### src/rtl/spi_slave.sv
// SPI mode-1 (CPOL=0, CPHA=1) responder, MSB first, oversampled in clk; pin edge to internal strobe is 3 clk.
// No backpressure: rx_valid is an unacknowledged pulse, tx_load is ignored while the holding register is full.
module spi_slave #(
    parameter int DWIDTH = 8
) (
    input  logic              clk,
    input  logic              rst,
    input  logic [DWIDTH-1:0] tx_data,
    input  logic              tx_load,
    output logic              tx_ready,
    output logic [DWIDTH-1:0] rx_data,
    output logic              rx_valid,
    output logic              underrun,
    input  logic              underrun_clr,
    output logic              active,
    input  logic              sclk,
    input  logic              ss_n,
    input  logic              mosi,
    output logic              miso,
    output logic              miso_oe
);

    localparam int CW = (DWIDTH > 1) ? $clog2(DWIDTH) : 1;
    localparam logic [CW-1:0] LAST_BIT = CW'(DWIDTH - 1);

    typedef enum logic {
        IDLE,
        ACTIVE
    } state_t;

    // Index 0/1 are the synchroniser flops; index 2 only feeds edge detection.
    logic [2:0] sclk_sr;
    logic [2:0] ss_sr;
    logic [1:0] mosi_sr;

    logic sclk_rise;
    logic sclk_fall;
    logic ss_fall;
    logic ss_rise;
    logic mosi_s;

    state_t            state;
    logic [CW-1:0]     bitcnt;
    logic [DWIDTH-1:0] holding;
    logic [DWIDTH-2:0] tx_shift;
    logic [DWIDTH-2:0] rx_shift;
    logic [DWIDTH-1:0] rx_next;

    always_ff @(posedge clk or negedge rst) begin
        if (!rst) begin
            sclk_sr <= 3'b000;
            ss_sr   <= 3'b111;
            mosi_sr <= 2'b00;
        end else begin
            sclk_sr <= {sclk_sr[1:0], sclk};
            ss_sr   <= {ss_sr[1:0], ss_n};
            mosi_sr <= {mosi_sr[0], mosi};
        end
    end

    assign sclk_rise = sclk_sr[1] & ~sclk_sr[2];
    assign sclk_fall = ~sclk_sr[1] & sclk_sr[2];
    assign ss_fall   = ~ss_sr[1] & ss_sr[2];
    assign ss_rise   = ss_sr[1] & ~ss_sr[2];
    assign mosi_s    = mosi_sr[1];
    assign rx_next   = {rx_shift, mosi_s};

    // tx_shift holds only the bits still to be sent; the MSB goes straight to miso at fetch.
    always_ff @(posedge clk or negedge rst) begin
        if (!rst) begin
            state    <= IDLE;
            bitcnt   <= '0;
            holding  <= '0;
            tx_shift <= '0;
            rx_shift <= '0;
            tx_ready <= 1'b1;
            rx_data  <= '0;
            rx_valid <= 1'b0;
            underrun <= 1'b0;
            active   <= 1'b0;
            miso     <= 1'b0;
            miso_oe  <= 1'b0;
        end else begin
            rx_valid <= 1'b0;

            if (underrun_clr) begin
                underrun <= 1'b0;
            end

            if (tx_load && tx_ready) begin
                holding  <= tx_data;
                tx_ready <= 1'b0;
            end

            case (state)
                IDLE: begin
                    if (ss_fall) begin
                        state   <= ACTIVE;
                        active  <= 1'b1;
                        miso_oe <= 1'b1;
                        miso    <= 1'b0;
                        bitcnt  <= '0;
                    end
                end

                ACTIVE: begin
                    if (ss_rise) begin
                        // Abort: drop any partial word without a strobe.
                        state    <= IDLE;
                        active   <= 1'b0;
                        miso_oe  <= 1'b0;
                        miso     <= 1'b0;
                        bitcnt   <= '0;
                        rx_shift <= '0;
                    end else begin
                        if (sclk_rise) begin
                            if (bitcnt == '0) begin
                                if (!tx_ready) begin
                                    tx_shift <= holding[DWIDTH-2:0];
                                    miso     <= holding[DWIDTH-1];
                                    tx_ready <= 1'b1;
                                end else begin
                                    tx_shift <= '0;
                                    miso     <= 1'b0;
                                    underrun <= 1'b1;
                                end
                            end else begin
                                miso     <= tx_shift[DWIDTH-2];
                                tx_shift <= tx_shift << 1;
                            end
                        end

                        if (sclk_fall) begin
                            rx_shift <= rx_next[DWIDTH-2:0];
                            if (bitcnt == LAST_BIT) begin
                                rx_data  <= rx_next;
                                rx_valid <= 1'b1;
                                bitcnt   <= '0;
                            end else begin
                                bitcnt <= bitcnt + CW'(1);
                            end
                        end
                    end
                end

                default: state <= IDLE;
            endcase
        end
    end

endmodule

### config.mk
export PLATFORM = sky130hd
export DESIGN_NAME = spi_slave
export DESIGN_NICKNAME = d
export VERILOG_FILES = /design/src/rtl/spi_slave.sv
export SDC_FILE = /design/constraint.sdc
export NUM_CORES = 1
export LEC_CHECK = 0
export CAP_MARGIN = 10
export CORE_MARGIN = 2
export CORE_UTILIZATION = 32
export DETAILED_ROUTE_END_ITERATION = 10
export SLEW_MARGIN = 20
export SYNTH_ARGS = -nofsm -noshare
export SYNTH_HDL_FRONTEND = slang
export SYNTH_SLANG_ARGS = --single-unit
### constraint.sdc
create_clock -name clk -period 1.45 [get_ports clk]
set_input_delay 0.2175 -clock clk [delete_from_list [all_inputs] [get_ports clk]]
set_output_delay 0.2175 -clock clk [all_outputs]
set_load 0.05 [all_outputs]
==> impl_metrics.yaml, run 1 <==
finish:
  diodes: 0
  regArea_um2: 1180
  area_growth_pct: 40.1
  multi_input_area_um2: 795
  fillers: 527
  nNetsFinal: 211
  fin_util: 0.469
  drive_gt1_frac: 0.392
setup_path:
  critPathArrivalTime_ns: 1.60
  cp_max_fo: 4
  r2r_cells: 4
  crit_path_start_kind: "flip-flop"
  setup.worst_path.class: "flip-flop to flip-flop"
  required_ns: 1.65
  cp-end-kind: "flip-flop"
synthesis:
  synth.distinct_cells: 37
  synth_area_um2: 1990
  netlist_instances: 145
  synth_seq_area_share: 0.593
  syn-num-nets: 163
  syn-mean-instance-area_um2: 13.7
  ys_ff_latch: 47
  ys_warn_count: 0
clock_tree:
  path_clk_slew_ns: 0.10
  h-tree-depth: 2
  cts-root-to-sink-buffers: 2
  tritoncts: "done"
  cts_root_buf: "clkbuf_8"
  cts_buffers: 5
  cts.sinks: 47
  worstSkewPairLatency_ns: 0.30
timing:
  max_freq_ghz: 0.714
  setup_violations: 0
  finalCriticalPeriod_ns: 1.40
  fin_hold_ws_ns: 0.324
  worst_pin_slew_ns: 0.356
  rsz0062_at_grt: "yes"
  slew_headroom: 0.759
  fin_worst_skew_ns: 0.0119
  layout_setup_ws_ns: 0.0487
  hold_viol: 0
  drv_slew: 0
  min_period_over_period: 0.966
pwr:
  pwr-share-clk: 0.273
  pwr-share-comb: 0.242
  irDropWorstVdd_mv: 0.892
  finalPower_mw: 3.56
  seqPwrFrac: 0.485
  swShare: 0.272
  p_leak_nw: 1.31
  p_sw_uw: 969
  intPower_mw: 2.59
  p_per_area_nw_per_um2: 1280
floorplanning:
  ios: 29
  die_h_um: 82.9
  start_util: 0.334
  core_area_um2: 5960
  core.rowCount: 28
  die_x_um: 82.9
  die-area_um2: 6870
placed_design:
  dp_worst_setup_slack_ns: -0.0637
  dpl.hpwl_um: 2440
  port_buffers: 28
  place.gp.congestion: 0.777
drt:
  drt_first_pass_iters: 4
  remaining_drc_errors: 0
  vias_per_cell: 4.75
  first_iter_violations: 110
  avgRoutedWirePerCell_um: 13.4
  ant_nets: 0
  vias: 1277
  totalWireLength_um: 3600
grt:
  gr-total-overflow: 0
  antenna_found_initial: 0
  track_usage: 0.110
  grt_pass1_wl_um: 6160
  first_global_vias: 1294
  grt_max_degree: 48
flow_run:
  maxCapViolations: 0
outcome:
  status: "complete, no violations"
min_path:
  hp-class: "input port to flip-flop"
  whs_path_depth: 1
## cell type report
cell class                 count  share of cell area
clock buffer                   5              0.0247
clock inverter                 3              0.0166
inverter                      11              0.0148
multi-input combinational     82               0.285
sequential                    47               0.423
tap                           75              0.0336
timing repair buffer          46               0.203
## power by group through the flow
stage          Combinational, mW  Sequential, mW  Clock, mW
3_5_place_dp               0.811            1.76          0
6_report                   0.863            1.73      0.972
2_1_floorplan              0.512            1.74          0
5_1_grt                    0.958            1.77       1.04
3_3_place_gp               0.800            1.75          0
4_1_cts                    0.833            1.73      0.995
## layer usage
layer | part of all wire | GRT usage | vias to the layer above
li1 | - | - | 617
met1 | 0.48 | 0.147 | 633
met2 | 0.47 | 0.170 | 23
met3 | 0.025 | 0.0179 | 4
met4 | 0.020 | 0.0626 | 0
met5 | 0 | 0 | -
## stage by stage
step | instances | cell area, um^2 | setup TNS (ns)
floorplan | 145 | 1990 | 0
global placement | 256 | 2570 | -0.0422
detailed placement | 256 | 2570 | -0.484
CTS | 269 | 2740 | -0.000626
global route | 269 | 2790 | -0.102
finish | 269 | 2790 | 0
## cells in the mapped netlist, drive strengths merged
cell	n	area, um^2
a21oi	7	35.0
a221o	3	30.0
a22o	7	61.3
and2b	2	15.0
and3	1	6.26
buf	5	38.8
clkbuf	1	7.51
dfrtp	43	1080
dfstp	4	105
ha	3	37.5
inv	11	41.3
mux2	17	221
mux2i	6	60.1
nand2	5	21.3
nand2b	4	32.5
nand3	1	5.00
nand4	1	21.3
nor2	4	15.0
nor2b	2	20.0
nor3	3	15.0
nor3b	1	7.51
nor4bb	7	70.1
o21a	1	7.51
o21ai	3	18.8
o22ai	1	6.26
o31ai	1	7.51
o32ai	1	8.76
## cell usage in the layout, fill, tap and decap left out, drive strengths merged, types with 2 or more instances in the layout
cell type      instances
a21oi                  7
mux2i                  6
dfstp                  4
o21ai                  3
clkbuf                 5
buf                   32
clkdlybuf4s50         13
nor2b                  2
a221o                  3
and2b                  2
mux2                  17
nand2b                 4
a22o                   7
ha                     3
nor4bb                 7
nor2                   4
dfrtp                 43
nand2                  5
inv                   12
nor3                   3
nand4                  2
## cell families (layout without fill, tap and decap cells)
| family | Yosys count | in the layout | synth area share |
|---|---|---|---|
| compound gates | 24 | 24 | 0.0879 |
| fa+ha+maj | 3 | 3 | 0.0188 |
| buf+inv | 17 | 65 | 0.0440 |
| flops | 47 | 47 | 0.593 |
| mux | 23 | 23 | 0.141 |
| simple gates | 31 | 32 | 0.115 |
## repair_timing
| action | 4_1_cts | 5_1_grt |
|---|---|---|
| pin swaps | 1 | 1 |
| endpoints found under the hold margin | 43 | 0 |
| hold buffers | 1 | 0 |
| resized for setup | 2 | 10 |
| cloned | 1 | 0 |
| setup endpoints to repair | 8 | 22 |
| buffers inserted | 3 | 0 |
## sequential cells by signal, indices dropped and copies added, names as in the netlist
signal    flops
tx_ready      1
mosi_sr       2
tx_shift      7
holding       8
bitcnt        3
rx_valid      1
rx_data       8
state         1
rx_shift      7
miso_oe       1
miso          1
ss_sr         3
underrun      1
sclk_sr       3
## critical path, cell delays in order (launching register included)
cell and delay, ns:
dfrtp_1 0.39, ha_2 0.22, ha_4 0.17, nand4_2 0.19
mux2_4 0.35
## path summary, 6_finish.rpt
kind | start | end | slack (ns)
worst max-delay path | bitcnt[1]$_DFFE_PN0P_ | rx_data[4]$_DFFE_PN0P_ | 0.05
worst min-delay path | ss_n | ss_sr[0]$_DFF_PN1_ | 0.32
worst max register to register | bitcnt[1]$_DFFE_PN0P_ | rx_data[4]$_DFFE_PN0P_ | 0.05
worst min register to register | mosi_sr[0]$_DFF_PN0_ | mosi_sr[1]$_DFF_PN0_ | 0.35
max in group asynchronous | rst | ss_sr[0]$_DFF_PN1_ | 0.74
min in group asynchronous | rst | state$_DFF_PN0_ | 0.43
(Power assumes the default switching activity.)
==> run 2: changes to the inputs <==
Settings changed: GPL_TIMING_DRIVEN set to 1.
==> results of run 2 <==
Same layout as run 1: the final DEF is identical, and so are final timing and power.
==> run 3: changes to the inputs <==
Settings changed: RECOVER_POWER set to 25, REMOVE_ABC_BUFFERS set to 1.
==> impl_metrics.yaml, run 3 (synthesis gave the netlist of run 1 again) <==
outcome:
  status: "complete, no violations"
clock_tree:
  cts-root-to-sink-buffers: 2
  h-tree-depth: 2
  cts.sinks: 47
  worstSkewPairLatency_ns: 0.30
  cts_root_buf: "clkbuf_8"
  path_clk_slew_ns: 0.08
  tritoncts: "done"
  cts_buffers: 5
placed_design:
  port_buffers: 28
  dpl.hpwl_um: 2570
  place.gp.congestion: 0.693
grt:
  grt_pass1_wl_um: 6540
  grt_max_degree: 34
  gr-total-overflow: 0
  first_global_vias: 1312
  antenna_found_initial: 0
  track_usage: 0.118
timing:
  finalCriticalPeriod_ns: 1.41
  fin_worst_skew_ns: 0.00845
  setup_violations: 0
  min_period_over_period: 0.970
  slew_headroom: 0.702
  hold_viol: 0
  rsz0062_at_grt: "yes"
  drv_slew: 0
  worst_pin_slew_ns: 0.447
  max_freq_ghz: 0.711
pwr:
  p_leak_nw: 1.29
  finalPower_mw: 3.52
  irDropWorstVdd_mv: 0.518
  p_per_area_nw_per_um2: 1280
min_path:
  hp-class: "flip-flop to flip-flop"
finish:
  nNetsFinal: 208
  diodes: 0
  mostFrequentLayoutCell: "dfrtp_1"
  drive_gt1_frac: 0.377
  layout_common_cells: "43 x dfrtp_1, 14 x buf_12, 12 x buf_4"
  fin_util: 0.463
  top_regs: "holding (8), rx_data (8)"
  area_growth_pct: 38.5
setup_path:
  setup.worst_path.class: "flip-flop to flip-flop"
  cp_max_fo: 10
  crit_path_start_kind: "flip-flop"
  cp-end-kind: "flip-flop"
  required_ns: 1.63
  critPathArrivalTime_ns: 1.59
floorplanning:
  die-area_um2: 6870
  core_area_um2: 5960
  core.rowCount: 28
  start_util: 0.334
  ios: 29
  die_h_um: 82.9
  die_x_um: 82.9
drt:
  vias: 1250
  vias_per_cell: 4.70
  ant_nets: 0
  remaining_drc_errors: 0
  first_iter_violations: 79
  avgRoutedWirePerCell_um: 13.9
  drt_first_pass_iters: 4
  totalWireLength_um: 3700
flow_run:
  maxCapViolations: 0
-- run 3: cell types whose count changed in the layout (fill, tap and decap cells not counted), sizes merged --
| cell | before | now |
|---|---|---|
| clkbuf | 5 | 6 |
| dlygate4sd3 | 1 | 4 |
| clkinv | 0 | 2 |
| clkdlybuf4s50 | 13 | 10 |
| buf | 32 | 28 |
| clkinvlp | 1 | 0 |
| inv | 12 | 11 |
-- run 3: worst paths after layout --
| check | startpoint | endpoint | cells past startpoint | slack (ns) |
|---|---|---|---|---|
| worst min register to register | sclk_sr[0]$_DFF_PN0_ | sclk_sr[1]$_DFF_PN0_ | 0 | 0.35 |
| worst max-delay path | ss_sr[1]$_DFF_PN1_ | bitcnt[1]$_DFFE_PN0P_ | 3 | 0.04 |
| max in group asynchronous | rst | ss_sr[2]$_DFF_PN1_ | 3 | 0.26 |
| min in group asynchronous | rst | holding[4]$_DFFE_PN0P_ | 2 | 0.37 |
| worst max register to register | ss_sr[1]$_DFF_PN1_ | bitcnt[1]$_DFFE_PN0P_ | 3 | 0.04 |
| worst min-delay path | sclk_sr[0]$_DFF_PN0_ | sclk_sr[1]$_DFF_PN0_ | 0 | 0.35 |
-- run 3: power breakdown --
group          switching, mW  leakage, nW  total (mW)  internal, mW
registers              0.166        0.594        1.74          1.57
clock network          0.445       0.0581       0.958         0.514
logic                  0.356        0.637       0.824         0.468
-- run 3: metrics by stage --
step | area (um^2) | hold WS (ns) | TNS (ns) | setup WS (ns) | instances
detailed placement | 2560 | 0.158 | -0.117 | -0.0201 | 254
CTS | 2710 | 0.312 | 0 | 0.00150 | 265
finish | 2760 | 0.353 | 0 | 0.0438 | 266
global placement | 2560 | 0.161 | 0 | 0.00959 | 254
floorplan | 1950 | -0.0781 | -0.0578 | -0.0578 | 139
global route | 2760 | 0.363 | -0.0491 | -0.0164 | 266
-- run 3: routing by layer --
metal | part of all wire | vias to the layer above | GRT usage
met5 | 0 | - | 0
met4 | 0.0068 | 0 | 0.0402
met3 | 0.025 | 2 | 0.0328
met2 | 0.49 | 16 | 0.180
met1 | 0.48 | 627 | 0.163
li1 | - | 605 | -
-- run 3: critical path, cell delays in order (launching register included) --
cell and delay (ns):
dfstp_2 0.59, nand2b_4 0.11, and3_2 0.29, a221o_1 0.31
-- run 3: area by class of cell --
class | instances | area, um^2
clock buffers | 5 | 68.8
flip-flops and latches | 47 | 1180
clock inverters | 3 | 43.8
multi-input cells | 82 | 796
well taps | 75 | 93.8
fillers | 558 | 3200
repair buffers | 43 | 534
inverters | 11 | 41.3
-- run 3: timing repair --
action | 4_1_cts | 5_1_grt
buffers inserted | 1 | 1
hold buffers | 1 | 0
setup endpoints to repair | 10 | 27
resized for setup | 3 | 9
pin swaps | 0 | 2
cloned | 1 | 0
endpoints found under the hold margin | 13 | 0
